<file path="src/rtl/pll_lock_sequencer.sv">
// rtl/pll_lock_sequencer.sv - PLL reset/lock sequencer running on the reference clock
// Holds the PLL in reset, filters LOCK, then releases the core reset; re-sequences on lock loss.
module pll_lock_sequencer #(
    parameter int RESET_HOLD    = 16,
    parameter int LOCK_FILTER   = 64,
    parameter int RELEASE_DELAY = 8,
    parameter int LOCK_TIMEOUT  = 120000,
    parameter int MAX_RETRY     = 7
) (
    input  logic       REFERENCECLK,
    input  logic       RESET,
    input  logic       PLL_LOCK,
    input  logic       RELOCK_REQ,
    output logic       PLL_RESETB,
    output logic       SYS_RESETN,
    output logic       READY,
    output logic       FAULT,
    output logic [3:0] RETRY_COUNT,
    output logic [7:0] LOSS_COUNT,
    output logic [2:0] STATE
);

    localparam int PMAX_A = (RESET_HOLD > LOCK_FILTER) ? RESET_HOLD : LOCK_FILTER;
    localparam int PMAX   = (PMAX_A > RELEASE_DELAY) ? PMAX_A : RELEASE_DELAY;
    localparam int PW     = $clog2(PMAX + 1);
    localparam int TW     = $clog2(LOCK_TIMEOUT + 1);

    localparam logic [PW-1:0] HOLD_LAST    = PW'(RESET_HOLD - 1);
    localparam logic [PW-1:0] FILTER_LAST  = PW'(LOCK_FILTER - 1);
    localparam logic [PW-1:0] RELEASE_LAST = PW'(RELEASE_DELAY - 1);
    localparam logic [TW-1:0] TIMER_LAST   = TW'(LOCK_TIMEOUT - 1);
    localparam logic [3:0]    RETRY_LIMIT  = 4'(MAX_RETRY);

    typedef enum logic [2:0] {
        S_HOLD      = 3'd0,
        S_WAIT_LOCK = 3'd1,
        S_FILTER    = 3'd2,
        S_RELEASE   = 3'd3,
        S_RUN       = 3'd4,
        S_FAULT     = 3'd5
    } state_t;

    state_t        state, state_d;
    logic [PW-1:0] phase, phase_d;
    logic [TW-1:0] timer, timer_d;
    logic [3:0]    retry, retry_d;
    logic [7:0]    loss, loss_d;
    logic          sync1, lock_s;
    logic          pll_resetb_q, sys_resetn_q, fault_q;
    logic [3:0]    retry_inc;

    assign retry_inc = retry + 4'd1;

    always_ff @(posedge REFERENCECLK or negedge RESET) begin
        if (!RESET) begin
            sync1        <= 1'b0;
            lock_s       <= 1'b0;
            state        <= S_HOLD;
            phase        <= '0;
            timer        <= '0;
            retry        <= '0;
            loss         <= '0;
            pll_resetb_q <= 1'b0;
            sys_resetn_q <= 1'b0;
            fault_q      <= 1'b0;
        end else begin
            sync1        <= PLL_LOCK;
            lock_s       <= sync1;
            state        <= state_d;
            phase        <= phase_d;
            timer        <= timer_d;
            retry        <= retry_d;
            loss         <= loss_d;
            pll_resetb_q <= !(state_d == S_HOLD || state_d == S_FAULT);
            sys_resetn_q <= (state_d == S_RUN);
            fault_q      <= (state_d == S_FAULT);
        end
    end

    always_comb begin
        state_d = state;
        phase_d = phase;
        timer_d = timer;
        retry_d = retry;
        loss_d  = loss;
        case (state)
            S_HOLD: begin
                timer_d = '0;
                if (phase == HOLD_LAST) begin
                    state_d = S_WAIT_LOCK;
                    phase_d = '0;
                end else begin
                    phase_d = phase + 1'b1;
                end
            end
            S_WAIT_LOCK, S_FILTER: begin
                timer_d = timer + 1'b1;
                // Timeout wins over any lock transition in the same cycle
                if (timer == TIMER_LAST) begin
                    retry_d = retry_inc;
                    state_d = (retry_inc == RETRY_LIMIT) ? S_FAULT : S_HOLD;
                    phase_d = '0;
                    timer_d = '0;
                end else if (state == S_WAIT_LOCK) begin
                    if (lock_s) begin
                        state_d = S_FILTER;
                        phase_d = '0;
                    end
                end else if (!lock_s) begin
                    state_d = S_WAIT_LOCK;
                    phase_d = '0;
                end else if (phase == FILTER_LAST) begin
                    state_d = S_RELEASE;
                    phase_d = '0;
                end else begin
                    phase_d = phase + 1'b1;
                end
            end
            S_RELEASE: begin
                if (!lock_s) begin
                    state_d = S_HOLD;
                    phase_d = '0;
                end else if (phase == RELEASE_LAST) begin
                    state_d = S_RUN;
                    phase_d = '0;
                    retry_d = '0;
                end else begin
                    phase_d = phase + 1'b1;
                end
            end
            S_RUN: begin
                if (!lock_s || RELOCK_REQ) begin
                    state_d = S_HOLD;
                    phase_d = '0;
                end
                if (!lock_s && loss != 8'hFF) begin
                    loss_d = loss + 8'd1;
                end
            end
            S_FAULT: begin
                if (RELOCK_REQ) begin
                    state_d = S_HOLD;
                    phase_d = '0;
                    retry_d = '0;
                end
            end
            default: begin
                state_d = S_HOLD;
                phase_d = '0;
            end
        endcase
    end

    assign PLL_RESETB  = pll_resetb_q;
    assign SYS_RESETN  = sys_resetn_q;
    assign READY       = sys_resetn_q;
    assign FAULT       = fault_q;
    assign RETRY_COUNT = retry;
    assign LOSS_COUNT  = loss;
    assign STATE       = state;

endmodule
</file>
<file path="config.mk">
export PLATFORM = sky130hd
export DESIGN_NAME = pll_lock_sequencer
export DESIGN_NICKNAME = d
export VERILOG_FILES = /design/src/rtl/pll_lock_sequencer.sv
export SDC_FILE = /design/constraint.sdc
export NUM_CORES = 1
export LEC_CHECK = 0
export CAP_MARGIN = 0
export CELL_PAD_IN_SITES_DETAIL_PLACEMENT = 0
export CELL_PAD_IN_SITES_GLOBAL_PLACEMENT = 1
export CORE_ASPECT_RATIO = 1.25
export CORE_MARGIN = 2
export CORE_UTILIZATION = 45
export DETAILED_ROUTE_END_ITERATION = 10
export PLACE_DENSITY = 0.77
export SLEW_MARGIN = 15
export SYNTH_ARGS = -nofsm -noshare
export SYNTH_HDL_FRONTEND = slang
export SYNTH_SLANG_ARGS = --single-unit
</file>
<file path="constraint.sdc">
create_clock -name REFERENCECLK -period 2.46 [get_ports REFERENCECLK]
set_input_delay 0.615 -clock REFERENCECLK [delete_from_list [all_inputs] [get_ports REFERENCECLK]]
set_output_delay 0.615 -clock REFERENCECLK [all_outputs]
set_load 0.05 [all_outputs]
</file>
==> summary.log <==
qor: run_status.run_status finished, final reports clean
qor: floorplan.die_area 0.00621 mm^2
qor: synth.syn-num-nets 269
qor: clock_network.tritoncts.num_buffers 5
qor: routing.postRouteWirelength 5210 um
qor: layout.syn_to_final_growth 14.9%
qor: setup_path.timing.critical_path.max_delay_family buffers and inverters
qor: timing.rsz0062_at_grt false
qor: routing.route.vias.total 2054
qor: timing.slew_headroom 53.5%
qor: floorplan.die_width 70.9 um
qor: routing.drt_iter0_markers 125
qor: placement.dp_cells 341
qor: global_route.grt.overflow.total 0
qor: setup_path.critPathLaunchType flip-flop
qor: setup_path.critical_path_cell_by_cell clkdlybuf4s50_1
qor: hold_path.min-delay-path-class primary input to async pin
qor: placement.place_congestion 0.820
qor: floorplan.core_region_area 0.00541 mm^2
qor: timing.achievable-frequency 423 MHz
qor: global_route.largest_net_degree_at_the_start_of_global_routing 31
qor: placement.numPortBuffers 22
qor: layout.layout-drive-gt1-share 9.82%
qor: synth.yosysMostFrequentCell dfrtp_1
qor: layout.instances_no_fill 349
qor: timing.timing_max_transition_violations_final 0
qor: clock_network.cts_root_buffer clkbuf_8
qor: synth.syn_area 0.00252 mm^2
qor: synth.synthFlopType dfrtp_1
qor: pwr.fin_total_pwr 2.77 mW
qor: floorplan.ioPinCount 23
qor: timing.worst_pin_slew 0.691 ns
qor: routing.vias_per_cell 5.89
qor: synth.async_flop_share 100%
qor: setup_path.timing.critical_path.slowest_cell_delay 0.88 ns
qor: timing.layout_min_cycle_time 2.36 ns
qor: layout.num-nets-final 293
qor: timing.post-route-worst-setup-slack 0.0984 ns
qor: routing.detailedRoute.firstPassIterationCount 4
qor: timing.finalHoldViolations 0
qor: routing.final_antenna_net_count 0
qor: setup_path.setup.worst_path.start STATE[1]
qor: routing.route.detailed.wl_per_inst 14.9 um
qor: setup_path.critical_path_start_end_classification flip-flop to output port
qor: floorplan.die-height 87.6 um
qor: synth.synth.largest_area_cell dfrtp_1
qor: flow_run.max_cap_viol_count 0
qor: pwr.peakVddDrop 487 uV
qor: synth.synth_seq_cells 44
qor: global_route.grt_util_all_layers 17.9%
qor: layout.num_antenna_cells 0
qor: timing.timing.setup.tns 0 ns
qor: clock_network.postCtsSetupRepairBufs 0
qor: synth.synth_common_cells 44 x dfrtp_1, 19 x a21oi_1, 19 x o21ai_0
qor: synth.syn-instance-count 260
qor: global_route.antenna_violations_before_repair 0
qor: setup_path.cp_data_arrival_time 1.75 ns
qor: synth.post-synth-top-area-fraction 43.8%
qor: timing.worst_clock_skew 0.00639 ns
qor: timing.timing.hold.ws 0.205 ns
qor: clock_network.tritoncts yes
qor: synth.seq_area_frac_synth 43.8%
qor: global_route.vias_in_the_first_global_route 1956
qor: pwr.powerDensity 957 mW/mm^2
qor: timing.number_of_endpoints_failing_setup_at_the_final_stage 0
qor: floorplan.placement_rows 30
qor: routing.detail_route.drc_violations 0
qor: clock_network.cts_max_path_buffers 2
qor: setup_path.timing.critical_path.fanout_max 11
qor: placement.detailed_place_hpwl 3820 um
qor: placement.pre_cts_slack 0.265 ns
qor: global_route.grt_pass1_wl 8950 um
qor: clock_network.clk-insertion-delay-late 0.29 ns
qor: synth.synth_edf_count 0
qor: pwr.p_leak 1.20 nW
qor: floorplan.starting_density_of_the_core 46.6%
qor: synth.ys_types 56
qor: setup_path.timing.critical_path.slowest_stage_cell clkdlybuf4s50_1
qor: synth.ys_warn_count 0
qor: clock_network.clkSlewWorstSetupHoldPaths 0.08 ns
qor: setup_path.setup.worst_path.end_class output port
qor: setup_path.rr_startpoint timer[0]
qor: synth.syn_area_per_cell 9.68 um^2
qor: synth.synth.top_cells.by_area dfrtp_1 44%, a21oi_1 3.8%, o21ai_0 3.8%
qor: setup_path.timing.critical_path.buf_inv 1
qor: setup_path.cp.required 1.85 ns
qor: timing.period_share 96.0%
qor: clock_network.h_tree_level_count 2
qor: clock_network.clock_sink_count 44
-- per-stage QoR --
step	utilization [%]	area [um^2]
floorplan	-	2520
global placement	51.8	2800
detailed placement	51.8	2800
CTS	53.4	2890
global route	53.5	2890
finish	53.5	2890
-- flip-flops by register name, indices dropped and copies added (netlist names) --
register and cells:
lock_s 1, timer 17, phase 7, RETRY_COUNT 4
READY 1, LOSS_COUNT 8, PLL_RESETB 1, sync1 1
STATE 3, FAULT 1
-- cell families (layout without fill, tap and decap cells) --
logic type,count (synthesis),in the layout,synth area share (%)
compound gates,80,80,22.6
mux,3,3,1.29
simple gates,92,92,21.0
buf+inv,23,48,4.33
flops,44,44,43.8
fa+ha+maj,5,5,2.49
xor+xnor,13,13,4.53
-- metal layers --
layer	track usage, %	vias up	routed length, um
li1	-	1022	-
met1	22.2	994	2420
met2	31.0	26	2570
met3	2.88	12	105
met4	7.55	0	114
met5	0	-	0
-- placed cells by master, fill, tap and decap left out, drive strengths merged, types with 2 or more instances in the layout --
cell type      Yosys  final
clkdlybuf4s50      0     19
and4               2      2
ha                 5      5
xnor2              7      7
o211ai             2      2
nor4b              3      3
nand3             13     13
o21ai             19     19
inv               10     10
nand4              9      9
buf                9     10
a22o               3      3
nor3               6      6
nand2             17     17
nor4               2      2
mux2               2      2
nor2              13     13
o21bai             2      2
a21oi             19     19
a211oi             3      3
xor2               6      6
nand2b             7      7
clkbuf             4      8
a22oi              2      2
or3                5      5
a31oi              9      9
a41oi              3      3
o22ai              2      2
o41ai              4      4
o31ai              2      2
and3               5      5
and2               2      2
a21o               2      2
a21boi             3      3
nand3b             2      2
dfrtp             44     44
-- path summary, 6_finish.rpt --
| path | slack (ns) | end | cells past startpoint |
|---|---|---|---|
| hold reg to reg | 0.36 | lock_s | 0 |
| hold / removal | 0.20 | LOSS_COUNT[3] | 1 |
| min in group REFERENCECLK | 0.36 | lock_s | 0 |
| max in group asynchronous | 1.56 | phase[5] | 2 |
| setup reg to reg | 0.26 | timer[10] | 7 |
| setup / recovery | 0.1 | STATE[1] | 1 |
-- power by group --
part | switching [mW] | internal (mW) | total, mW
Sequential | 0.169 | 0.848 | 1.02
Clock | 0.235 | 0.229 | 0.464
Combinational | 0.784 | 0.501 | 1.29
-- repair_timing --
| item | 4_1_cts | 5_1_grt |
|---|---|---|
| hold buffers | 0 | 0 |
| setup endpoints to repair | 0 | 1 |
| resized for setup | 0 | 1 |
-- area by class of cell --
type / count / area [um^2]
Sequential cell: 44 / 1100
Clock buffer: 8 / 90.1
Fill cell: 536 / 2510
Tap cell: 64 / 80.1
Inverter: 10 / 37.5
Multi-Input combinational cell: 193 / 1310
Timing Repair Buffer: 30 / 275
Note: power is estimated with default switching activity, not from simulation.
